### src/rtl/rv_rf_wport_arb.sv
// Register-file write-port owner: post-reset clear of x1..x31, then arbitration of ALU/CSR (req0)
// and load (req1) writebacks onto one registered write port. RV_RF_ARB_FIXED_PRIO_EN selects fixed req1 priority.
`ifndef XLEN
`define XLEN 32
`endif

module rv_rf_wport_arb #(
    parameter int unsigned DW     = `XLEN,
    parameter bit          CLR_EN = 1'b1,
    parameter int unsigned CNT_W  = 8
) (
    input  logic             i_arb_clk,
    input  logic             i_arb_rstn,
    input  logic             i_arb_req0_valid,
    input  logic [4:0]       i_arb_req0_wa,
    input  logic [DW-1:0]    i_arb_req0_wd,
    output logic             o_arb_req0_ready,
    input  logic             i_arb_req1_valid,
    input  logic [4:0]       i_arb_req1_wa,
    input  logic [DW-1:0]    i_arb_req1_wd,
    output logic             o_arb_req1_ready,
    output logic             o_arb_rf_we,
    output logic [4:0]       o_arb_rf_wa,
    output logic [DW-1:0]    o_arb_rf_wd,
    output logic             o_arb_busy,
    output logic [CNT_W-1:0] o_arb_conflict_cnt
);

    typedef enum logic {ST_CLEAR, ST_RUN} state_t;

    localparam state_t RST_STATE = CLR_EN ? ST_CLEAR : ST_RUN;

    state_t           state, state_nxt;
    logic [4:0]       clr_cnt, clr_cnt_nxt;
    logic             run;
    logic             grant0, grant1;
    logic             we_q, we_nxt;
    logic [4:0]       wa_q, wa_nxt;
    logic [DW-1:0]    wd_q, wd_nxt;
    logic [CNT_W-1:0] cnt_q, cnt_nxt;

    assign run = (state == ST_RUN);

`ifdef RV_RF_ARB_FIXED_PRIO_EN
    always_comb begin
        grant1 = run & i_arb_req1_valid;
        grant0 = run & i_arb_req0_valid & ~i_arb_req1_valid;
    end
`else
    // rr_ptr=0 prefers req0; flips to the other requester after every grant
    logic rr_ptr, rr_ptr_nxt;

    always_comb begin
        grant0     = run & i_arb_req0_valid & (~i_arb_req1_valid | ~rr_ptr);
        grant1     = run & i_arb_req1_valid & (~i_arb_req0_valid | rr_ptr);
        rr_ptr_nxt = rr_ptr;
        if (grant0) begin
            rr_ptr_nxt = 1'b1;
        end else if (grant1) begin
            rr_ptr_nxt = 1'b0;
        end
    end

    always_ff @(posedge i_arb_clk or negedge i_arb_rstn) begin
        if (!i_arb_rstn) begin
            rr_ptr <= 1'b0;
        end else begin
            rr_ptr <= rr_ptr_nxt;
        end
    end
`endif

    always_comb begin
        state_nxt   = state;
        clr_cnt_nxt = clr_cnt;
        we_nxt      = 1'b0;
        wa_nxt      = wa_q;
        wd_nxt      = wd_q;
        cnt_nxt     = cnt_q;
        case (state)
            ST_CLEAR: begin
                we_nxt      = 1'b1;
                wa_nxt      = clr_cnt;
                wd_nxt      = '0;
                clr_cnt_nxt = clr_cnt + 5'd1;
                if (clr_cnt == 5'd31) begin
                    state_nxt = ST_RUN;
                end
            end
            ST_RUN: begin
                // x0 writes still handshake but never assert the regfile enable
                if (grant0) begin
                    we_nxt = (i_arb_req0_wa != 5'd0);
                    wa_nxt = i_arb_req0_wa;
                    wd_nxt = i_arb_req0_wd;
                end else if (grant1) begin
                    we_nxt = (i_arb_req1_wa != 5'd0);
                    wa_nxt = i_arb_req1_wa;
                    wd_nxt = i_arb_req1_wd;
                end
                if (i_arb_req0_valid && i_arb_req1_valid && (cnt_q != '1)) begin
                    cnt_nxt = cnt_q + CNT_W'(1);
                end
            end
            default: state_nxt = RST_STATE;
        endcase
    end

    always_ff @(posedge i_arb_clk or negedge i_arb_rstn) begin
        if (!i_arb_rstn) begin
            state   <= RST_STATE;
            clr_cnt <= 5'd1;
            we_q    <= 1'b0;
            wa_q    <= '0;
            wd_q    <= '0;
            cnt_q   <= '0;
        end else begin
            state   <= state_nxt;
            clr_cnt <= clr_cnt_nxt;
            we_q    <= we_nxt;
            wa_q    <= wa_nxt;
            wd_q    <= wd_nxt;
            cnt_q   <= cnt_nxt;
        end
    end

    assign o_arb_req0_ready   = grant0;
    assign o_arb_req1_ready   = grant1;
    assign o_arb_rf_we        = we_q;
    assign o_arb_rf_wa        = wa_q;
    assign o_arb_rf_wd        = wd_q;
    assign o_arb_busy         = (state == ST_CLEAR);
    assign o_arb_conflict_cnt = cnt_q;

endmodule

### config.mk
export PLATFORM = sky130hd
export DESIGN_NAME = rv_rf_wport_arb
export DESIGN_NICKNAME = d
export VERILOG_FILES = /design/src/rtl/rv_rf_wport_arb.sv
export SDC_FILE = /design/constraint.sdc
export NUM_CORES = 1
export LEC_CHECK = 0
export ABC_CLOCK_PERIOD_IN_PS = 1800
export CELL_PAD_IN_SITES_DETAIL_PLACEMENT = 1
export CELL_PAD_IN_SITES_GLOBAL_PLACEMENT = 1
export CORE_MARGIN = 2
export CORE_UTILIZATION = 31
export CTS_CLUSTER_DIAMETER = 100
export DETAILED_ROUTE_END_ITERATION = 10
export GPL_TIMING_DRIVEN = 0
export PLACE_DENSITY = 0.8
export SETUP_SLACK_MARGIN = 0.15
export SYNTH_ARGS = -nofsm -noshare
export SYNTH_HDL_FRONTEND = slang
export SYNTH_SLANG_ARGS = --single-unit
### constraint.sdc
create_clock -name i_arb_clk -period 1.8 [get_ports i_arb_clk]
set_input_delay 0.45 -clock i_arb_clk [delete_from_list [all_inputs] [get_ports i_arb_clk]]
set_output_delay 0.45 -clock i_arb_clk [all_outputs]
set_load 0.1 [all_outputs]
; ---- Word-level counts from Yosys, hierarchy flattened
; Cells that the tools add are included.
[totals]
register_bits = 53
latch_bits = 0
ram_bits = 0
romBits = 0
word_cells = 41
n_memories = 0
[classes]
add_sub_neg = 2
mul = 0
div_mod_pow = 0
magnitude_cmp = 0
eq_ne = 3
shifts = 0
n_mux = 13
bitwise_logic = 10
reduce_logical = 6
[op_table]
columns = cell, count
row1 = 2-to-1 mux 32 bit, 2
row2 = case mux 32 bit (2 select lines), 1
row3 = 2-to-1 mux 5 bit, 2
row4 = case mux 5 bit (2 select lines), 1
row5 = nonzero test 5 bit, 2
row6 = "adder 8 x 1 -> 8 bit, second input constant", 1
row7 = "inequality test 8 bit, second input constant", 1
row8 = 2-to-1 mux 1 bit, 6
row9 = "adder 5 x 1 -> 5 bit, second input constant", 1
row10 = "equality test 5 bit, second input constant", 1
row11 = bitwise AND 1 bit, 4
row12 = inverter 1 bit, 4
row13 = "inequality test 3 bit, second input constant", 1
row14 = logical AND 1 bit, 2
row15 = OR 1 bit, 2
row16 = case mux 1 bit (2 select lines), 1
row17 = AND reduction 2 bit, 1
row18 = nonzero test 2 bit, 1

; ---- Logic depth before layout (Yosys ltp)
; Gate-level depths: netlist of run 1.
[logic_depth]
word_depth = 6
ltp_mapped = 6

; ---- Worst setup path before layout of run 1
; OpenSTA, ideal clock, no wires.
[synth_timing]
path_kind = input to output
startpoint = input i_arb_req0_valid
endpoint = output o_arb_req1_ready
arrival_time_ps = 2047
required_time_ps = 1350
setup_slack_ps = -697
path_stages = 3
n_path_buf = 1
path_cell_list = buf_6 -> nor2b_1 -> nor2_1
[synth_between]
elab_chain_len = 3
[synth_lines]
columns = element, line
row1 = from (decl), 14  ; input logic i_arb_req0_valid,
row2 = inverter 1 bit, 55  ; grant1 = run & i_arb_req1_valid & (~i_arb_req0_valid | rr_ptr);
row3 = OR 1 bit, 55
row4 = bitwise AND 1 bit, 55
row5 = to (decl), 21  ; output logic o_arb_req1_ready,
; No other way between the ends.

; ---- Worst setup path in the final report of run 1
[layout_timing]
startpoint = register rr_ptr
endpoint = output o_arb_req0_ready
[layout_between]
elab_chain_len = 3
[layout_lines]
columns = element, line
row1 = from (decl), 51  ; logic rr_ptr, rr_ptr_nxt;
row2 = from (signal assigned), 68  ; rr_ptr <= rr_ptr_nxt;
row3 = inverter 1 bit, 54  ; grant0 = run & i_arb_req0_valid & (~i_arb_req1_valid | ~rr_ptr);
row4 = OR 1 bit, 54
row5 = bitwise AND 1 bit, 54
row6 = to (decl), 17  ; output logic o_arb_req0_ready,
; No other way between the ends.

==> reports/metrics.yaml, run 1 <==
synth:
  synthTopCellsByCount: "nand2_1, dfrtp_1, nand3_1"
  netlist_instances: 283
  synth_seq_cells: 53
  ys_seq_area_share_pct: 47.0
  synth-async-reset-ratio_pct: 100
  synth_top_cell_by_area: "dfrtp_1"
  synth-main-ff-cell: "dfrtp_1"
  syn_avg_cell_area_um2: 9.97
  netlist_top_cells_area: "dfrtp_1, nand2_1, o211ai_2"
  synthesis.area_mm2: 0.00282
  synth.most_common_cell: "nand2_1"
  synth_edf_count: 0
  synth_top_area_share_pct: 46.1
  yosysUniqueCellTypes: 41
  synth_nets: 364
  ys_warn_count: 0
die:
  floorplan.initialDensity_pct: 32.2
  die_x_um: 99.4
  ioPinCount: 127
  dieArea_mm2: 0.00988
  die_y_um: 99.4
  num_rows: 34
  design.core.area_mm2: 0.00876
worst_setup_path:
  reg2reg_slack_ns: 0.24
  cp-start-kind: "flop"
  crit_family: "flip-flops"
  required_ns: 1.35
  r2r_cells: 4
  path_class: "reg2out"
  crit_arrival_ns: 1.34
  critPathMaxStageDelay_ns: 0.42
  cp.depth: 4
  path_max_fanout: 2
  cp_num_buf_inv: 2
  cp-end-kind: "output pin"
  path_cells: "a21bo_4 > nor2_4 > buf_6 > buf_12"
  slowest_stage: "dfrtp_2"
  r2r-end: "o_arb_conflict_cnt[1]$_DFFE_PN0P_"
  timing.rr.start: "o_arb_conflict_cnt[0]$_DFFE_PN0P_"
detailed_routing:
  drtIter0Drc: 51
  drc: 0
  vias: 2745
  first_pass_iters: 4
  drtAntennaViolNets: 0
  wl_per_cell_um: 17.8
  vias_per_cell: 5.14
  wirelength_um: 9510
sta:
  fin_crit_ns: 1.79
  slew_headroom_pct: 52.3
  post-route-period-util_pct: 99.2
  hold_viol: 0
  fmax_mhz: 560
  skew_ns: 0.00350
  rsz0062_at_grt: "yes"
  slew_viol_final: 0
  worstMarginPinSlew_ns: 0.716
  finalSetupViolCount: 0
cts:
  cts_sinks: 53
  path_clk_slew_ns: 0.09
  cts_tree: "yes"
  ctsHoldBuffers: 0
  clk_latency_ns: 0.31
  numCtsBuffers: 5
  htree_levels: 2
  cts-root-buf: "clkbuf_8"
  clockBufferDepth: 2
cells_and_area:
  syn_to_final_growth_pct: 50.6
  insertedDiodeCount: 0
  nets: 506
  final_cell_count_no_fill: 534
  drive_above_1_share_pct: 31.5
  fin_area_mm2: 0.00425
power_and_ir_drop:
  ir_worst_vdd_uv: 400
  power.leakage_nw: 1.90
  p_per_area_mw_per_mm2: 1000
global_routing:
  globalRouteOverflowTotal: 0
  track_usage_pct: 19.5
  antenna_found_initial: 0
  grt_pass1_vias: 2964
  use_met2_pct: 34.4
  grt_util_met3_pct: 3.44
  busiest_layer: "met2"
  grt_pass1_wl_um: 15400
  grt_max_degree: 29
  gr-usage-met1_pct: 25.7
placement:
  placed_area_mm2: 0.00427
  gp_congestion: 0.782
  place_inst: 516
  dpl.hpwl_um: 7030
  numPortBuffers: 124
min_path:
  hold_path.class: "in2async"
job:
  max-cap-violations: 0
run_status:
  status: "finished clean"
state kept, by name, summed over array words and instances (netlist names):
register / cells
rr_ptr: 1
clr_cnt: 5
o_arb_rf_we: 1
o_arb_rf_wd: 32
run: 1
o_arb_conflict_cnt: 8
o_arb_rf_wa: 5
final cells by class:
class	instances	area, um2
plain buffers	22	186
fillers	1046	4510
multi-input cells	207	1370
flip-flops and latches	53	1340
repair buffers	135	1130
clock buffers	8	80.1
well taps	108	135
inverters	1	6.26
layout by cell type (no fill, tap or decap), drive strengths merged, types with 2 or more instances in the layout:
master | synthesis | routed
a221o | 2 | 2
xor2 | 3 | 3
a22o | 2 | 2
nand2b | 2 | 2
o211ai | 35 | 35
nand2 | 74 | 74
ha | 3 | 3
a21oi | 2 | 2
nor2 | 7 | 7
a31oi | 3 | 3
nor3 | 4 | 4
buf | 22 | 79
nor2b | 5 | 5
dfrtp | 52 | 52
nand3 | 39 | 39
mux2 | 4 | 4
a211oi | 3 | 3
and3 | 2 | 2
clkdlybuf4s50 | 0 | 74
clkbuf | 0 | 12
xnor2 | 4 | 4
where the power goes:
group / total (W) / switching [W] / internal, W
sequential: 0.00150 / 0.000140 / 0.00136
combinational: 0.00209 / 0.00155 / 0.000537
clock: 0.000672 / 0.000394 / 0.000278
total: 0.00426 / 0.00209 / 0.00218
how the worst max path moves through the flow:
stage / from / end
2_1_floorplan: i_arb_req1_valid / o_arb_req1_ready
3_3_place_gp: i_arb_rstn / o_arb_conflict_cnt[1]$_DFFE_PN0P_
3_5_place_dp: i_arb_req0_valid / o_arb_req0_ready
4_1_cts: rr_ptr$_DFFE_PN0P_ / o_arb_req0_ready
5_1_grt: rr_ptr$_DFFE_PN0P_ / o_arb_req0_ready
6_report: rr_ptr$_DFFE_PN0P_ / o_arb_req0_ready
what timing repair did:
| item | 4_1_cts | 5_1_grt |
|---|---|---|
| gates resized for setup | 259 | 10 |
| setup buffers | 6 | 4 |
| pin swaps | 1 | 2 |
| setup endpoints to repair | 49 | 36 |
per-layer routing:
| layer | vias to the layer above | share of wire (%) |
|---|---|---|
| met5 | - | 0 |
| met4 | 0 | 0.64 |
| met3 | 5 | 5.4 |
| met2 | 85 | 51 |
| met1 | 1374 | 43 |
| li1 | 1281 | - |
metrics by stage:
stage / hold slack [ns] / utilization (%) / total power, W / worst slack (ns) / setup TNS (ns)
floorplan: 0.154 / - / 0.00303 / 0.146 / 0
global placement: 0.469 / 48.5 / 0.00365 / -1.88 / -88.72
detailed placement: 0.478 / 48.7 / 0.00370 / -0.855 / -8.21
CTS: 0.208 / 47.8 / 0.00427 / 0.00437 / 0
global route: 0.226 / 48.5 / 0.00445 / -0.0470 / -0.0767
finish: 0.186 / 48.5 / 0.00426 / 0.0140 / 0
cells by family after synthesis:
family | synth area share [%]
AOI/OAI and AO/OA | 18.7
xor gates and xnor gates | 2.17
adders and majority gates | 1.33
buffers and inverters | 6.12
DFF | 47.0
muxes | 1.60
and+or+nand+nor | 23.0
No activity file was read; power rests on OpenSTA's default activity.
==> run 2, diff against run 1 <==
- CORE_MARGIN: 2 -> 4
==> run 2 against run 1 <==
  * The flow now finishes with violations (setup timing)
  * Hold slack got worse by 0.094 ns
  * Clock-buffer cell count fell by 1
  * Fmax fell by 2.1%
  * Routed wire length rose by 4.5%
  * Sequential power barely moved
  * Non-clock buffer count fell by 3
  * Utilization fell by 0.23 points
  * Clock power rose by 7.0%
  * Via count barely moved
  * Critical path depth did not move
  * Flip-flop and latch count did not move
==> reports/metrics.yaml, run 2 (synthesis gave the netlist of run 1 again) <==
cells_and_area:
  final_common_cell: "clkdlybuf4s50_1"
  final_cell_mix: "clkdlybuf4s50_1, nand2_1, buf_2"
  syn_to_final_growth_pct: 50.6
  drive_above_1_share_pct: 31.2
  nets: 503
  largest_reg_flops: 32
  insertedDiodeCount: 0
cts:
  cts-root-buf: "clkbuf_8"
  cts_sinks: 53
  path_clk_slew_ns: 0.10
  htree_levels: 2
  clk_latency_ns: 0.31
  ctsHoldBuffers: 0
  clockBufferDepth: 2
  cts_tree: "yes"
  numCtsBuffers: 5
worst_setup_path:
  critPathMaxStageDelay_ns: 0.43
  r2r_cells: 6
  crit_arrival_ns: 1.37
  crit_family: "flip-flops"
  crit_start: "rr_ptr$_DFFE_PN0P_"
  r2r-end: "o_arb_rf_wd[18]$_DFFE_PN0P_"
  required_ns: 1.35
  timing.rr.start: "rr_ptr$_DFFE_PN0P_"
  path_cells: "a21bo_4 > nor2_4 > buf_6 > buf_12"
  cp-end-kind: "output pin"
  cp_num_buf_inv: 2
  path_max_fanout: 2
  slowest_stage: "dfrtp_2"
  worstSetupEndpoint: "o_arb_req0_ready"
  reg2reg_slack_ns: 0.24
  cp-start-kind: "flop"
  path_class: "reg2out"
  cp.depth: 4
die:
  floorplan.initialDensity_pct: 32.1
  die_x_um: 103
  ioPinCount: 127
  num_rows: 34
  design.core.area_mm2: 0.00881
  dieArea_mm2: 0.0107
  die_y_um: 103
sta:
  fin_crit_ns: 1.82
  slew_headroom_pct: 66.4
  finalSetupViolCount: 1
  rsz0062_at_grt: "yes"
  post-route-period-util_pct: 101
  tns_ns: -0.0237
  hold_viol: 0
  fmax_mhz: 548
  skew_ns: 0.0105
  setup_ws_ns: -0.0237
  slew_viol_final: 0
  worstMarginPinSlew_ns: 0.508
run_status:
  status: "complete, but fails checks"
  violations: "setup timing"
detailed_routing:
  vias_per_cell: 5.17
  first_pass_iters: 6
  wl_per_cell_um: 18.7
  wirelength_um: 9940
  drc: 0
  drtAntennaViolNets: 0
  drtIter0Drc: 36
  vias: 2747
power_and_ir_drop:
  p_int_w: 0.00221
  swShare_pct: 48.6
  ir_worst_vdd_uv: 576
  p_comb_share_pct: 48.6
  p_per_area_mw_per_mm2: 1010
  p_sw_w: 0.00209
  clockPowerShare_pct: 16.7
  pwr-share-seq_pct: 34.7
  power.leakage_nw: 1.89
placement:
  dpl.hpwl_um: 7540
  numPortBuffers: 124
  gp_congestion: 0.758
  pre_cts_ws_ns: -0.882
global_routing:
  antenna_found_initial: 0
  grt_max_degree: 35
  track_usage_pct: 18.6
  grt_pass1_wl_um: 15600
  globalRouteOverflowTotal: 0
  grt_pass1_vias: 3052
job:
  max-cap-violations: 0
min_path:
  hold_path.class: "in2async"
-- run 2: worst min path at each step --
stage / start / endpoint / slack [ns] / cells after the start
after floorplan: i_arb_rstn / clr_cnt[1]$_DFFE_PN0N_ / 0.15 / 0
after global placement: o_arb_rf_wd[8]$_DFFE_PN0P_ / o_arb_rf_wd[8]$_DFFE_PN0P_ / 0.47 / 2
after detailed placement: i_arb_rstn / o_arb_rf_wd[9]$_DFFE_PN0P_ / 0.43 / 1
after CTS: i_arb_rstn / o_arb_rf_wd[12]$_DFFE_PN0P_ / 0.09 / 1
after global routing: i_arb_rstn / o_arb_rf_wd[12]$_DFFE_PN0P_ / 0.11 / 1
final: i_arb_rstn / o_arb_rf_wd[12]$_DFFE_PN0P_ / 0.09 / 1
-- run 2: stage by stage --
stage / utilization [%] / area [um2] / cells / total power, W / hold WS (ns)
floorplan: - / 2870 / 283 / 0.00303 / 0.154
global placement: 48.3 / 4250 / 515 / 0.00366 / 0.469
detailed placement: 48.4 / 4270 / 516 / 0.00371 / 0.434
CTS: 47.6 / 4190 / 527 / 0.00434 / 0.0897
global route: 48.3 / 4250 / 531 / 0.00451 / 0.109
finish: 48.3 / 4250 / 531 / 0.00430 / 0.0923
-- run 2: power groups by stage --
stage / sequential (W) / clock, W / combinational, W
finish: 0.00149 / 0.000719 / 0.00209
global route: 0.00152 / 0.000801 / 0.00219
CTS: 0.00149 / 0.000752 / 0.00209
detailed placement: 0.00153 / 0 / 0.00218
global placement: 0.00152 / 0 / 0.00214
floorplan: 0.00262 / 0 / 0.000414
-- run 2: per-layer routing --
layer / GRT usage [%] / share of wire, % / vias up
li1: - / - / 1285
met3: 3.22 / 5.4 / 5
met2: 32.8 / 51 / 83
met1: 24.1 / 43 / 1374
met5: 0 / 0 / -
met4: 3.49 / 0.53 / 0
-- run 2: timing repair --
item,CTS,global route
gates resized for setup,261,12
setup buffers,3,4
pin swaps,1,2
endpoints found under the setup margin,49,36
-- run 2: layout make-up --
class | instances | area (um2)
Timing Repair Buffer | 132 | 1130
Buffer | 22 | 186
Clock inverter | 1 | 7.51
Multi-Input combinational cell | 207 | 1360
Clock buffer | 7 | 86.3
Tap cell | 108 | 135
Fill cell | 1033 | 4550
Inverter | 1 | 6.26
Sequential cell | 53 | 1340
